File: src/rtl/memory_stage_pkg.sv
// Shared opcodes, FSM state encoding and default widths for the memory stage.
package memory_stage_pkg;

   localparam int unsigned DATA_W_DEFAULT = 16;

   localparam logic [4:0] OP_ST  = 5'b10000;
   localparam logic [4:0] OP_LD  = 5'b10001;
   localparam logic [4:0] OP_STU = 5'b10011;

   typedef enum logic {
      ST_IDLE = 1'b0,
      ST_WAIT = 1'b1
   } mem_state_e;

endpackage

File: src/rtl/mem_wait_fsm.sv
// Request/wait sequencer for the data memory: issues the request pulse,
// holds the pipe while waiting for done and aborts after TIMEOUT_CYC WAIT cycles.
module mem_wait_fsm
   import memory_stage_pkg::*;
#(
   parameter int unsigned TIMEOUT_CYC = 64
) (
   input  logic clk_i,
   input  logic rst_ni,
   input  logic issue_i,
   input  logic mem_done_i,
   output logic mem_req_o,
   output logic stall_o,
   output logic done_o,
   output logic timeout_o
);

   localparam int unsigned CNT_W = $clog2(TIMEOUT_CYC);

   mem_state_e       state_q, state_d;
   logic [CNT_W-1:0] cnt_q, cnt_d;

   always_ff @(posedge clk_i) begin
      if (!rst_ni) begin
         state_q <= ST_IDLE;
         cnt_q   <= '0;
      end else begin
         state_q <= state_d;
         cnt_q   <= cnt_d;
      end
   end

   always_comb begin
      state_d   = state_q;
      cnt_d     = cnt_q;
      mem_req_o = 1'b0;
      stall_o   = 1'b0;
      done_o    = 1'b0;
      timeout_o = 1'b0;
      case (state_q)
         ST_IDLE: begin
            // a done pulse seen here belongs to a dropped access and is ignored
            if (issue_i) begin
               mem_req_o = 1'b1;
               stall_o   = 1'b1;
               cnt_d     = '0;
               state_d   = ST_WAIT;
            end
         end
         ST_WAIT: begin
            if (mem_done_i) begin
               done_o  = 1'b1;
               state_d = ST_IDLE;
            end else if (cnt_q == CNT_W'(TIMEOUT_CYC - 1)) begin
               timeout_o = 1'b1;
               state_d   = ST_IDLE;
            end else begin
               stall_o = 1'b1;
               cnt_d   = cnt_q + CNT_W'(1);
            end
         end
         default: state_d = ST_IDLE;
      endcase
   end

endmodule

File: src/rtl/memory_stage.sv
// MEM stage: issues LD/ST/STU to a variable-latency memory, selects the
// writeback value and registers the MEM/WB pipe. Optional MEM_ALIGN_CHECK_EN.
module memory_stage
   import memory_stage_pkg::*;
#(
   parameter int unsigned DATA_W      = DATA_W_DEFAULT,
   parameter int unsigned TIMEOUT_CYC = 64
) (
   input  logic              clk,
   input  logic              rst,
   input  logic [DATA_W-1:0] instruction_in,
   input  logic [DATA_W-1:0] Xcomp_in,
   input  logic [DATA_W-1:0] RegData_in,
   input  logic [DATA_W-1:0] incrPC_in,
   input  logic              RegWrt_in,
   input  logic              valid_in,
   output logic              mem_req,
   output logic              mem_wr,
   output logic [DATA_W-1:0] mem_addr,
   output logic [DATA_W-1:0] mem_wdata,
   input  logic [DATA_W-1:0] mem_rdata,
   input  logic              mem_done,
   output logic              stall,
   output logic [DATA_W-1:0] instruction_out,
   output logic [DATA_W-1:0] WData,
   output logic [DATA_W-1:0] incrPC_out,
   output logic              RegWrt_out,
   output logic              valid_out,
   output logic              err
);

   logic [4:0] opcode;
   logic       is_ld, is_wr, is_mem, misalign, issue;
   logic       done, timeout, kill;

   assign opcode = instruction_in[DATA_W-1 -: 5];
   assign is_ld  = (opcode == OP_LD);
   assign is_wr  = (opcode == OP_ST) || (opcode == OP_STU);
   assign is_mem = valid_in & (is_ld | is_wr);

`ifdef MEM_ALIGN_CHECK_EN
   assign misalign = is_mem & Xcomp_in[0];
`else
   assign misalign = 1'b0;
`endif

   assign issue = is_mem & ~misalign;

   mem_wait_fsm #(
      .TIMEOUT_CYC (TIMEOUT_CYC)
   ) u_fsm (
      .clk_i      (clk),
      .rst_ni     (rst),
      .issue_i    (issue),
      .mem_done_i (mem_done),
      .mem_req_o  (mem_req),
      .stall_o    (stall),
      .done_o     (done),
      .timeout_o  (timeout)
   );

   assign mem_wr    = mem_req & is_wr;
   assign mem_addr  = mem_req ? Xcomp_in   : '0;
   assign mem_wdata = mem_req ? RegData_in : '0;

   // Aborted slots still retire, but with no register write and a zero value.
   assign kill = timeout | misalign;

   logic [DATA_W-1:0] instr_q, wdata_q, incr_q, wdata_d;
   logic              regwrt_q, valid_q, err_q;

   always_comb begin
      wdata_d = Xcomp_in;
      if (kill)
         wdata_d = '0;
      else if (done & is_ld)
         wdata_d = mem_rdata;
   end

   always_ff @(posedge clk) begin
      if (!rst) begin
         instr_q  <= '0;
         wdata_q  <= '0;
         incr_q   <= '0;
         regwrt_q <= 1'b0;
         valid_q  <= 1'b0;
         err_q    <= 1'b0;
      end else begin
         if (stall) begin
            regwrt_q <= 1'b0;
            valid_q  <= 1'b0;
         end else begin
            instr_q  <= instruction_in;
            wdata_q  <= wdata_d;
            incr_q   <= incrPC_in;
            regwrt_q <= RegWrt_in & ~kill;
            valid_q  <= valid_in;
         end
         if (kill)
            err_q <= 1'b1;
      end
   end

   assign instruction_out = instr_q;
   assign WData           = wdata_q;
   assign incrPC_out      = incr_q;
   assign RegWrt_out      = regwrt_q;
   assign valid_out       = valid_q;
   assign err             = err_q;

endmodule

File: config.mk
export PLATFORM = sky130hd
export DESIGN_NAME = memory_stage
export DESIGN_NICKNAME = d
export VERILOG_FILES = /design/src/rtl/memory_stage_pkg.sv /design/src/rtl/mem_wait_fsm.sv /design/src/rtl/memory_stage.sv
export SDC_FILE = /design/constraint.sdc
export NUM_CORES = 1
export LEC_CHECK = 0
export BUFFER_PORTS_ARGS = -buffer_cell sky130_fd_sc_hd__buf_2
export CELL_PAD_IN_SITES_DETAIL_PLACEMENT = 2
export CELL_PAD_IN_SITES_GLOBAL_PLACEMENT = 2
export CORE_ASPECT_RATIO = 1.2
export CORE_MARGIN = 5
export CORE_UTILIZATION = 25
export DETAILED_ROUTE_END_ITERATION = 12
export PLACE_DENSITY_LB_ADDON = 0.08
export SYNTH_ARGS = -nofsm -noshare
export SYNTH_HDL_FRONTEND = slang
export SYNTH_HIERARCHICAL = 1
export SYNTH_SLANG_ARGS = --single-unit
File: constraint.sdc
create_clock -name clk -period 4.53 [get_ports clk]
set_input_delay 0.453 -clock clk [delete_from_list [all_inputs] [get_ports clk]]
set_output_delay 0.453 -clock clk [all_outputs]
set_load 0.01 [all_outputs]
## After elaboration in Yosys (flattened, before gate mapping)

Index checks and enable logic that the tools add are counted.

| word-level totals | value |
|---|---|
| output and inout bits | 86 |
| bits in registers | 58 |

| operators by class | value |
|---|---|
| reductions and logical operators | 3 |
| bitwise operators | 8 |
| add/sub/neg operators | 1 |
| muxes and demuxes | 18 |
| eq/ne operators | 7 |

Operators by type and width:

| operator | number |
|---|---|
| 16-bit 2-to-1 mux | 4 |
| 6-bit 2-to-1 mux | 3 |
| 5-bit == test (second input constant) | 3 |
| 6-bit case mux with 2 select lines | 1 |
| 1-bit 2-to-1 mux | 9 |
| 6-bit by 1-bit adder with 6-bit output (second input constant) | 1 |
| 6-bit == test (second input constant) | 1 |
| 2-bit inequality test (second input constant) | 3 |
| 1-bit bitwise AND | 4 |
| 1-bit NOT | 3 |
| 3-bit AND reduction | 1 |
| 1-bit case mux with 2 select lines | 1 |
| 2-bit OR reduction | 1 |
| 1-bit logical OR | 1 |
| 1-bit OR | 1 |

## Depth between registers and ports, before layout

| depth | value |
|---|---|
| depth after elaboration | 7 |
| depth in mapped cells | 11 |

## By module

Netlist, hierarchy kept.

By module, submodules not included:

| module | area an instance (um2) | times used | seq. area each (um2) | cells an instance |
|---|---|---|---|---|
| memory_stage | 2,352.3 | 1 | 1,021.0 | 243 |
| mem_wait_fsm | 391.6 | 1 | 140.1 | 46 |

## Worst setup path before layout

OpenSTA, ideal clock, no wires.

| path | value |
|---|---|
| path kind | input-to-reg |
| from | input port instruction_in[13] |
| to | register wdata_q[10], in the netlist WData[10] |
| stages on the path | 11 |
| arrival time | 2.190 ns |
| setup time | 0.073 ns |
| setup slack | 2.266 ns |
| data required time | 4.457 ns |
| path through | nor3b_4 > and3_1 > nand2b_1 > buf_4 > nand2_1 > buf_2 > and2_1 > clkbuf_2 > clkbuf_1 > nand2_1 > o211ai_2 |

| between the ends | value |
|---|---|
| word-level cells in the longest chain between the ends | 6 |
| elaborated cells on any way between the ends | 11 |

RTL lines:

| what | RTL line | source |
|---|---|---|
| from (decl) | memory_stage.sv:11 | `input logic [DATA_W-1:0] instruction_in,` |
| 5-bit == test | memory_stage.sv:38 | `assign is_wr = (opcode == OP_ST) \|\| (opcode == OP_STU);` |
| 1-bit logical OR | memory_stage.sv:38 |  |
| 1-bit OR (*) | memory_stage.sv:39 | `assign is_mem = valid_in & (is_ld \| is_wr);` |
| 1-bit bitwise AND (*) | memory_stage.sv:39 |  |
| named net is_mem | memory_stage.sv:33 | `logic is_ld, is_wr, is_mem, misalign, issue;` |
| 1-bit 2-to-1 mux (*) | mem_wait_fsm.sv:43 | `if (issue_i) begin` |
| 1-bit case mux with 2 select lines (*) | mem_wait_fsm.sv:40 | `case (state_q)` |
| named net stall | memory_stage.sv:23 | `output logic stall,` |
| to (signal assigned) | memory_stage.sv:94 | `wdata_q <= wdata_d;` |
| to (decl) | memory_stage.sv:69 | `logic [DATA_W-1:0] instr_q, wdata_q, incr_q, wdata_d;` |

The timed path passes the listed nets; every way through them passes the cells marked *.
A chain may end at the register's enable or synchronous reset.

## Final worst setup path

| path | value |
|---|---|
| from | input port instruction_in[13] |
| to | output port stall |

| between the ends | value |
|---|---|
| word-level cells in the longest chain between the ends | 6 |
| elaborated cells on any way between the ends | 8 |

RTL lines:

| what | RTL line |
|---|---|
| 5-bit == test | memory_stage.sv:38 |
| 1-bit logical OR | memory_stage.sv:38 |
| 1-bit OR (*) | memory_stage.sv:39 |
| 1-bit bitwise AND (*) | memory_stage.sv:39 |
| named net is_mem | memory_stage.sv:33 |
| 1-bit 2-to-1 mux (*) | mem_wait_fsm.sv:43 |
| 1-bit case mux with 2 select lines (*) | mem_wait_fsm.sv:40 |
| to (decl) | memory_stage.sv:23 |

Marked as above.

==> qor.yml <==
cts_htree_levels: 3
warnings_from_yosys: 6
number_of_clock_buffers_inserted_by_tritoncts: 9
worst_setup_ep_type: "output pin"
drc: 0
num-fill-cells: 1269
crit_end: "stall"
core_area_sq_um: 10900
floorplan.rows: 42
cell_depth_of_the_worst_hold_path: 2
ys_top_cells_by_area: "sky130_fd_sc_hd__dfxtp_1, sky130_fd_sc_hd__mux2i_1, sky130_fd_sc_hd__and2_1, sky130_fd_sc_hd__nor2b_1, sky130_fd_sc_hd__nand2_1"
finalHoldViolCount: 0
mappedNetlistNets: 375
drv.max_cap_violation_count: 0
postSynthAreaPerCell_sq_um: 9.49
cts.root.buffer_cell: "sky130_fd_sc_hd__clkbuf_16"
leakage_nw: 1.91
multi_input_area_sq_um: 1460
worst_pin_slew_ps: 1320
grt_first_pass_wirelength_microns: 15400
fin_setup_tns_ps: 0
finalWeightedCongestion: 0.685
worst_ir_drop_vdd_v: 0.000202
route.final.wire_length_microns: 9510
nNetsFinal: 537
setup.worst_path.class: "input pin to output pin"
grt_max_degree: 39
drt.antenna.violating_nets: 0
final-max-slew-violation-count: 0
fmaxAchievable_mhz: 361
starting_density_of_the_core: 0.252
post-route-worst-setup-slack_ps: 1760
cp.arrival_ps: 2320
drive_gt1_frac: 0.455
post_synthesis_register_bit_count: 58
clk_latency_ps: 330
via_count_of_the_first_global_routing_pass: 2997
fp.dieH_microns: 125
totalPowerFinal_mw: 1.44
dp_hpwl_microns: 7170
dr.first_iter.drc_count: 70
power_density_of_the_placed_cells_nw_per_um2: 362
synth.lib_cells_used.distinct: 38
io_buffer_count: 170
start_kind: "input pin"
cts_resized: 0
area_growth_syn_to_layout_pct: 45.1
path_max_fanout: 35
io-pin-count: 171
holdCritPathClass: "input pin to register"
via_per_inst: 4.59
regArea_sq_um: 1160
route.vias.total: 2698
reg2reg_setup_slack_ps: 1760
cts_max_path_buffers: 2
timing.rr.end: "WData[0]"
antenna_found_initial: 2
netlist_area_sq_um: 2740
status: "completed"
firstDrtPassIters: 4
ff2ff_path_depth: 7
required_time_of_the_critical_path_ps: 4080
dieWidth_microns: 106
setup.worst_path.start: "instruction_in[13]"
post-route-period-util: 0.612
path_cells: "buf_2 -> nor3b_4 -> buf_4 -> and3_1 -> nand2b_1 -> nand2_2 -> buf_4 -> buf_2"
tritoncts: "yes"
yosysTopAreaCellShare: 0.423
timing.critical_path.slowest_stage_cell: "sky130_fd_sc_hd__buf_4"
cp_slowest_stage_delay_ps: 480
post_cts_setup_driven_buffer_insertion_count: 0
wl_per_cell_microns: 16.2
detailedPlace.worstSlack_ps: 1420
post-route-min-period_ps: 2770
synth_seq_area_share: 0.423
grt_util_all_layers: 0.146
unrepaired_setup_endpoints_after_global_routing: "false"
timing.max_slew.rel_slack: 0.120
clock-skew-final_ps: 6.13
final-setup-viol-count: 0
grt-ovfl-total: 0
cts_hold_repair.buffers: 0
synth_largest_area_cell: "sky130_fd_sc_hd__dfxtp_1"
numClockSinks: 58
timing.rr.start: "u_fsm/cnt_q[0]"
clk_pin_slew_ps: 50
post_synth_inst_count: 289
die-area_sq_um: 13200
-- worst max-delay path, delay by kind of cell --
| family | cells | cell delay (ps) |
|---|---|---|
| AND/OR/NAND/NOR | 4 | 730 |
| buffers and inverters | 4 | 1110 |
-- cells in the final DEF (no fill, tap or decap), types with 3 or more instances in the layout --
cell type,n
sky130_fd_sc_hd__dfxtp_1,58
sky130_fd_sc_hd__nand2_1,36
sky130_fd_sc_hd__clkbuf_16,9
sky130_fd_sc_hd__o211ai_1,8
sky130_fd_sc_hd__and2_1,34
sky130_fd_sc_hd__buf_2,170
sky130_fd_sc_hd__o211ai_2,10
sky130_fd_sc_hd__nor2b_1,32
sky130_fd_sc_hd__mux2i_1,32
sky130_fd_sc_hd__nor3_1,3
sky130_fd_sc_hd__a21oi_1,5
sky130_fd_sc_hd__nand4_1,17
sky130_fd_sc_hd__nand3_1,4
-- power by group --
| group | switching, mW | total, mW | internal [mW] |
|---|---|---|---|
| Combinational | 0.0811 | 0.159 | 0.0781 |
| Sequential | 0.0136 | 0.552 | 0.539 |
| Clock | 0.238 | 0.729 | 0.492 |
-- kinds of logic after synthesis --
group                      synth area share
and+or+nand+nor                       0.306
DFF                                   0.423
muxes                                 0.117
AOI/OAI and AO/OA                    0.0990
buffers and inverters                0.0447
xor gates and xnor gates            0.00639
adders and majority gates           0.00456
-- area by class of cell --
cell class / instances / area share
diodes: 1 / 0.000628
clock inverters: 5 / 0.0198
inverters: 2 / 0.00189
repair buffers: 172 / 0.217
flip-flops and latches: 58 / 0.292
clock buffers: 10 / 0.0600
multi-input cells: 208 / 0.367
well taps: 132 / 0.0415
-- cells in the mapped netlist (all sizes together) --
cell,n
a311oi,1
dfxtp,58
nor3b,3
mux2i,32
nand3,5
and2,36
o21a,2
clkbuf,10
a21oi,5
nor3,3
or2b,1
o221ai,1
o211ai,18
inv,2
ha,1
nand4,17
and2b,1
xnor2,2
or4,1
buf,11
nor2b,32
o21ai,1
o31ai,1
nand2,37
and3,2
and3b,2
a31oi,2
nand2b,2
-- metrics by stage --
stage / area [sq um] / util / cells / hold WS [ps]
floorplan: 2740 / - / 289 / 465
global placement: 3660 / 0.337 / 572 / 443
detailed placement: 3660 / 0.337 / 572 / 454
CTS: 3980 / 0.366 / 587 / 328
global route: 3980 / 0.366 / 588 / 336
finish: 3980 / 0.366 / 588 / 341
-- state kept, by name, summed over array words and instances (netlist names) --
signal and cells:
u_fsm/cnt_q 6, incrPC_out 16, instruction_out 16, err 1, RegWrt_out 1, WData 16
u_fsm/state_q 1, valid_out 1
-- worst min-delay path by stage --
stage	start	slack, ps	endpoint
finish	RegWrt_in	340	RegWrt_out
global placement	WData[12]	440	WData[12]
global route	RegWrt_in	340	RegWrt_out
CTS	RegWrt_in	330	RegWrt_out
detailed placement	WData[11]	450	WData[11]
floorplan	u_fsm/cnt_q[1]	470	u_fsm/cnt_q[1]
-- per-layer routing --
layer / up-vias / routed length, microns / track usage
met2: 111 / 4390 / 0.233
met4: 2 / 150 / 0.0556
met1: 1249 / 4080 / 0.169
met5: - / 20 / 0
met3: 12 / 864 / 0.0658
li1: 1324 / - / -
Power figures use the tool's default switching activity.
